## src/rtl/sample_sink.sv

```systemverilog
// sample_sink: requests a sample every RATE_DIV cycles, shifts it MSB-first to a serial DAC, and re-sends the held sample when the source does not answer.
// Latency: a frame starts the cycle after new_sample_ready, or TIMEOUT WAIT cycles after the request; no backpressure, and the source has TIMEOUT cycles to answer.
module sample_sink #(
  parameter int RATE_DIV      = 1024,
  parameter int BIT_DIV       = 8,
  parameter int TIMEOUT       = 64,
  parameter bit OFFSET_BINARY = 1'b1
) (
  input  logic        clk,
  input  logic        reset,
  input  logic        enable,
  output logic        generate_next_sample,
  input  logic        new_sample_ready,
  input  logic [15:0] sample_in,
  output logic        dac_sclk,
  output logic        dac_sync,
  output logic        dac_sdata,
  output logic [15:0] sample_held,
  output logic [15:0] sample_count,
  output logic        timeout_err
);

  localparam int PCW = $clog2(RATE_DIV);
  localparam int TCW = $clog2(TIMEOUT + 1);
  localparam int PHW = $clog2(2 * BIT_DIV + 1);

  typedef enum logic [2:0] {
    S_IDLE,
    S_REQUEST,
    S_WAIT,
    S_SHIFT,
    S_HOLD
  } state_t;

  state_t           state, state_nxt;
  logic [PCW-1:0]   pc;
  logic [TCW-1:0]   wait_cnt;
  logic [PHW-1:0]   phase;
  logic [3:0]       bit_idx;
  logic [15:0]      shreg;
  logic             tick;
  logic             accept;
  logic             expire;
  logic             bit_end;
  logic             frame_end;

  assign tick      = enable && (pc == PCW'(RATE_DIV - 1));
  assign accept    = (state == S_WAIT) && new_sample_ready;
  assign expire    = (state == S_WAIT) && !new_sample_ready && (wait_cnt == TCW'(TIMEOUT - 1));
  assign bit_end   = (phase == PHW'(2 * BIT_DIV - 1));
  assign frame_end = (state == S_SHIFT) && bit_end && (bit_idx == 4'd15);

  always_ff @(posedge clk) begin
    if (!reset) begin
      pc <= '0;
    end else if (!enable || pc == PCW'(RATE_DIV - 1)) begin
      pc <= '0;
    end else begin
      pc <= pc + 1'b1;
    end
  end

  always_ff @(posedge clk) begin
    if (!reset) begin
      state <= S_IDLE;
    end else begin
      state <= state_nxt;
    end
  end

  always_comb begin
    state_nxt            = state;
    generate_next_sample = 1'b0;
    dac_sync             = 1'b1;
    dac_sclk             = 1'b0;
    dac_sdata            = 1'b0;
    case (state)
      S_IDLE: begin
        if (tick) state_nxt = S_REQUEST;
      end
      S_REQUEST: begin
        generate_next_sample = 1'b1;
        state_nxt            = S_WAIT;
      end
      S_WAIT: begin
        if (accept || expire) state_nxt = S_SHIFT;
      end
      S_SHIFT: begin
        dac_sync  = 1'b0;
        dac_sclk  = (phase >= PHW'(BIT_DIV));
        dac_sdata = shreg[15];
        if (frame_end) state_nxt = S_HOLD;
      end
      S_HOLD: begin
        if (tick) state_nxt = S_REQUEST;
        else if (!enable) state_nxt = S_IDLE;
      end
      default: state_nxt = S_IDLE;
    endcase
  end

  // A timeout re-sends the previously held sample, so the DAC never sees a gap.
  always_ff @(posedge clk) begin
    if (!reset) begin
      wait_cnt     <= '0;
      phase        <= '0;
      bit_idx      <= '0;
      shreg        <= '0;
      sample_held  <= '0;
      sample_count <= '0;
      timeout_err  <= 1'b0;
    end else begin
      wait_cnt <= (state == S_WAIT) ? wait_cnt + 1'b1 : '0;

      if (accept) begin
        sample_held  <= sample_in;
        sample_count <= sample_count + 16'd1;
        shreg        <= {sample_in[15] ^ OFFSET_BINARY, sample_in[14:0]};
      end else if (expire) begin
        timeout_err <= 1'b1;
        shreg       <= {sample_held[15] ^ OFFSET_BINARY, sample_held[14:0]};
      end else if (state == S_SHIFT && bit_end) begin
        shreg <= {shreg[14:0], 1'b0};
      end

      if (state != S_SHIFT) begin
        phase   <= '0;
        bit_idx <= '0;
      end else if (bit_end) begin
        phase   <= '0;
        bit_idx <= bit_idx + 4'd1;
      end else begin
        phase <= phase + 1'b1;
      end
    end
  end

endmodule
```

## config.mk

```make
export PLATFORM = sky130hd
export DESIGN_NAME = sample_sink
export DESIGN_NICKNAME = d
export VERILOG_FILES = /design/src/rtl/sample_sink.sv
export SDC_FILE = /design/constraint.sdc
export NUM_CORES = 1
export LEC_CHECK = 0
export ABC_AREA = 1
export CAP_MARGIN = 20
export CORE_MARGIN = 2
export CORE_UTILIZATION = 44
export DETAILED_ROUTE_END_ITERATION = 7
export PLACE_DENSITY = 0.65
export SYNTH_ARGS = -nofsm -noshare
export SYNTH_HDL_FRONTEND = slang
export SYNTH_SLANG_ARGS = --single-unit
export TNS_END_PERCENT = 1
```

## constraint.sdc

```tcl
create_clock -name clk -period 5.32 [get_ports clk]
set_clock_uncertainty 0.15 [all_clocks]
set_input_delay 1.064 -clock clk [delete_from_list [all_inputs] [get_ports clk]]
set_output_delay 1.064 -clock clk [all_outputs]
set_load 0.05 [all_outputs]
```

==> results.toml <==
[hold_path]
worst_min_delay_path_category = "reg2reg"
critical_hold_path_startpoint = "wait_cnt[0]"
min_path_cells = 1

[floorplanning]
num_rows = 33
floorplan.initialDensity_pct = 46.0
i_o_pin_count = 57
die_area_um2 = 9440
fp.dieW_um = 97.2
coreArea_um2 = 8300
fp.dieH_um = 97.2

[cts]
postCtsSetupBuffers = 0
cts.hold.buffers_added = 0
cts_resized = 0
cts.sink_count = 78
h-tree-depth = 3
clockRootBuffer = "clkbuf_8"
tritoncts.num_buffers = 9
clockBufferDepth = 2
skew_pair_late_insertion_delay_ns = 0.35
worst_setup_hold_path_clk_slew_ns = 0.08
cts_tree = "built"

[sta]
slew_headroom_pct = 56.4
final_hold_fails = 0
finalSetupViolations = 0
worst_slew_pin_slew_ns = 0.653
finalCritPeriodShare_pct = 62.2
timing_max_transition_violations_final = 0
min_period_ns = 3.31
fin_hold_ws_ns = 0.299
timing.fmax_mhz = 302
grt_setup_unrepaired = "no"
finalSetupTns_ns = 0

[final_layout]
num_antenna_cells = 0
num-nets-final = 627
drive_above_1_share_pct = 5.95
stdcell_area_um2 = 4620
syn_to_final_growth_pct = 21.0
post_layout_nonfiller_instances = 710

[route]
drc = 0
routed_wl_um = 8850
route.vias.total = 3510
routed_via_density = 4.94
wl_per_cell_um = 12.5
postRouteAntennaNets = 0
drt_pass_1_iters = 5
drtIter0Drc = 146

[logic_synthesis]
synthesized_netlist_cell_count = 549
number_of_flops_mapped_to_enable_cells_by_yosys = 0
synth-async-reset-ratio_pct = 0
synthesis.nets = 576
synth_warnings = 0
synth_seq_area_share_pct = 40.9
area_fraction_of_the_dominant_cell_type_after_synthesis_pct = 40.9
post_synthesis_cell_area_um2 = 3820
ys_top_cells_by_area = "dfxtp_1 41%, nand2_1 14%, inv_1 7.2%"
post-synth-top-count-cell = "nand2_1"
post-synth-top-area-cell = "dfxtp_1"
ys_dominant_reg_cell = "dfxtp_1"
synth.ff_latch_count = 78
avgSynthCellArea_um2 = 6.96
post_synth_most_frequent_cells = "143 x nand2_1, 78 x dfxtp_1, 73 x inv_1"
ys_types = 39

[critical_path]
reg2reg_depth = 8
worstSetupStartpointType = "flip-flop"
setup.worst_path.start = "state[1]"
crit_fanout = 8
endpoint_kind = "output port"
worstReg2RegStart = "wait_cnt[0]"
critical_path_class = "reg2out"
cp_data_required_time_ns = 4.11
crit_arrival_ns = 2.10

[pwr]
total_power_mw = 1.51
ir_worst_vdd_v = 0.000200
static-leakage-power_nw = 1.87
powerDensity_nw_per_um2 = 326

[placed_design]
dp_hpwl_um = 6070
gp_congestion = 0.819
io_buffers = 56
post_dp_cell_area_um2 = 4400
post-place-cells = 694

[grt]
grt_pass1_wl_um = 15300
gr-usage-all-layers_pct = 19.3
grt_pass1_vias = 3447
initial_antenna_violation_count = 0
grt_overflow_total = 0
grt_start_max_net_pins = 47

[job]
maxCapViolations = 0

[status]
run_status = "finished, final reports clean"
-- worst max-delay path: stages, from the launching register on --
cell and delay, ns:
dfxtp_1 0.53, nand3_2 0.22, a21oi_1 0.18, clkdlybuf4s50_1 0.82
-- worst paths after layout --
path | to | slack, ns
max reg2reg | shreg[11] | 2.96
min reg2reg | wait_cnt[0] | 0.30
min | wait_cnt[0] | 0.30
max | dac_sclk | 2.01
-- final cells by class --
class | count | area [um2]
Fill cell | 831 | 3680
Multi-Input combinational cell | 378 | 1850
Sequential cell | 78 | 1560
Timing Repair Buffer | 59 | 583
Inverter | 74 | 278
Tap cell | 105 | 131
Clock buffer | 9 | 124
Clock inverter | 7 | 97.6
-- where the power goes --
part	leakage, nW	switching, mW	total [mW]	internal [mW]
registers	0.630	0.0337	0.659	0.625
logic	1.13	0.228	0.352	0.125
clock network	0.106	0.230	0.496	0.266
-- cells by family (layout without fill, tap and decap cells) --
logic type / after synthesis / count (layout) / share of synthesized area, %
and+or+nand+nor: 300 / 300 / 35.6
AOI/OAI and AO/OA: 64 / 64 / 8.81
DFF: 78 / 78 / 40.9
adders and majority gates: 7 / 7 / 2.29
buffers and inverters: 93 / 149 / 10.7
xor gates and xnor gates: 7 / 7 / 1.61
-- per-layer routing --
layer / share of wire [%] / track usage, % / up-vias
met3: 3.5 / 3.53 / 2
li1: - / - / 1835
met1: 46 / 24.0 / 1608
met5: 0 / 0 / -
met4: 0.53 / 7.04 / 0
met2: 50 / 33.3 / 65
-- cell usage in the layout (no fill, tap or decap), types with 2 or more instances in the layout --
| cell type | netlist | layout |
|---|---|---|
| or2_2 | 2 | 2 |
| nand3_1 | 42 | 42 |
| dfxtp_1 | 78 | 78 |
| nand3b_1 | 2 | 2 |
| o21bai_1 | 3 | 3 |
| inv_1 | 73 | 73 |
| o21a_1 | 2 | 2 |
| clkinvlp_4 | 0 | 2 |
| bufinv_16 | 0 | 2 |
| ha_1 | 7 | 7 |
| buf_4 | 3 | 3 |
| nor3_1 | 9 | 9 |
| nand2_4 | 2 | 2 |
| nand3_2 | 2 | 2 |
| a21oi_1 | 45 | 45 |
| nor2_4 | 3 | 3 |
| xnor2_1 | 3 | 3 |
| nor3b_1 | 2 | 2 |
| xor2_1 | 4 | 4 |
| nor2_1 | 68 | 68 |
| clkdlybuf4s50_1 | 0 | 56 |
| clkbuf_8 | 0 | 9 |
| nand2_1 | 143 | 143 |
| nor2_2 | 2 | 2 |
| o21ai_1 | 5 | 5 |
| o21ai_0 | 7 | 7 |
| nand4_1 | 15 | 15 |
-- sequential cells by signal (all words and copies together) (netlist names) --
signal and flops:
phase 5, shreg 16, bit_idx 4, sample_count 16, wait_cnt 7, timeout_err 1, pc 10, sample_held 16
state 3
-- per-stage QoR --
| step | worst slack (ns) | util, % |
|---|---|---|
| final | 2.01 | 55.7 |
| after global placement | 2.27 | 53.0 |
| after CTS | 1.99 | 55.7 |
| after floorplan | 2.44 | - |
| after global routing | 1.87 | 55.7 |
| after detailed placement | 2.20 | 53.0 |
No activity file was read; power rests on OpenSTA's default activity.
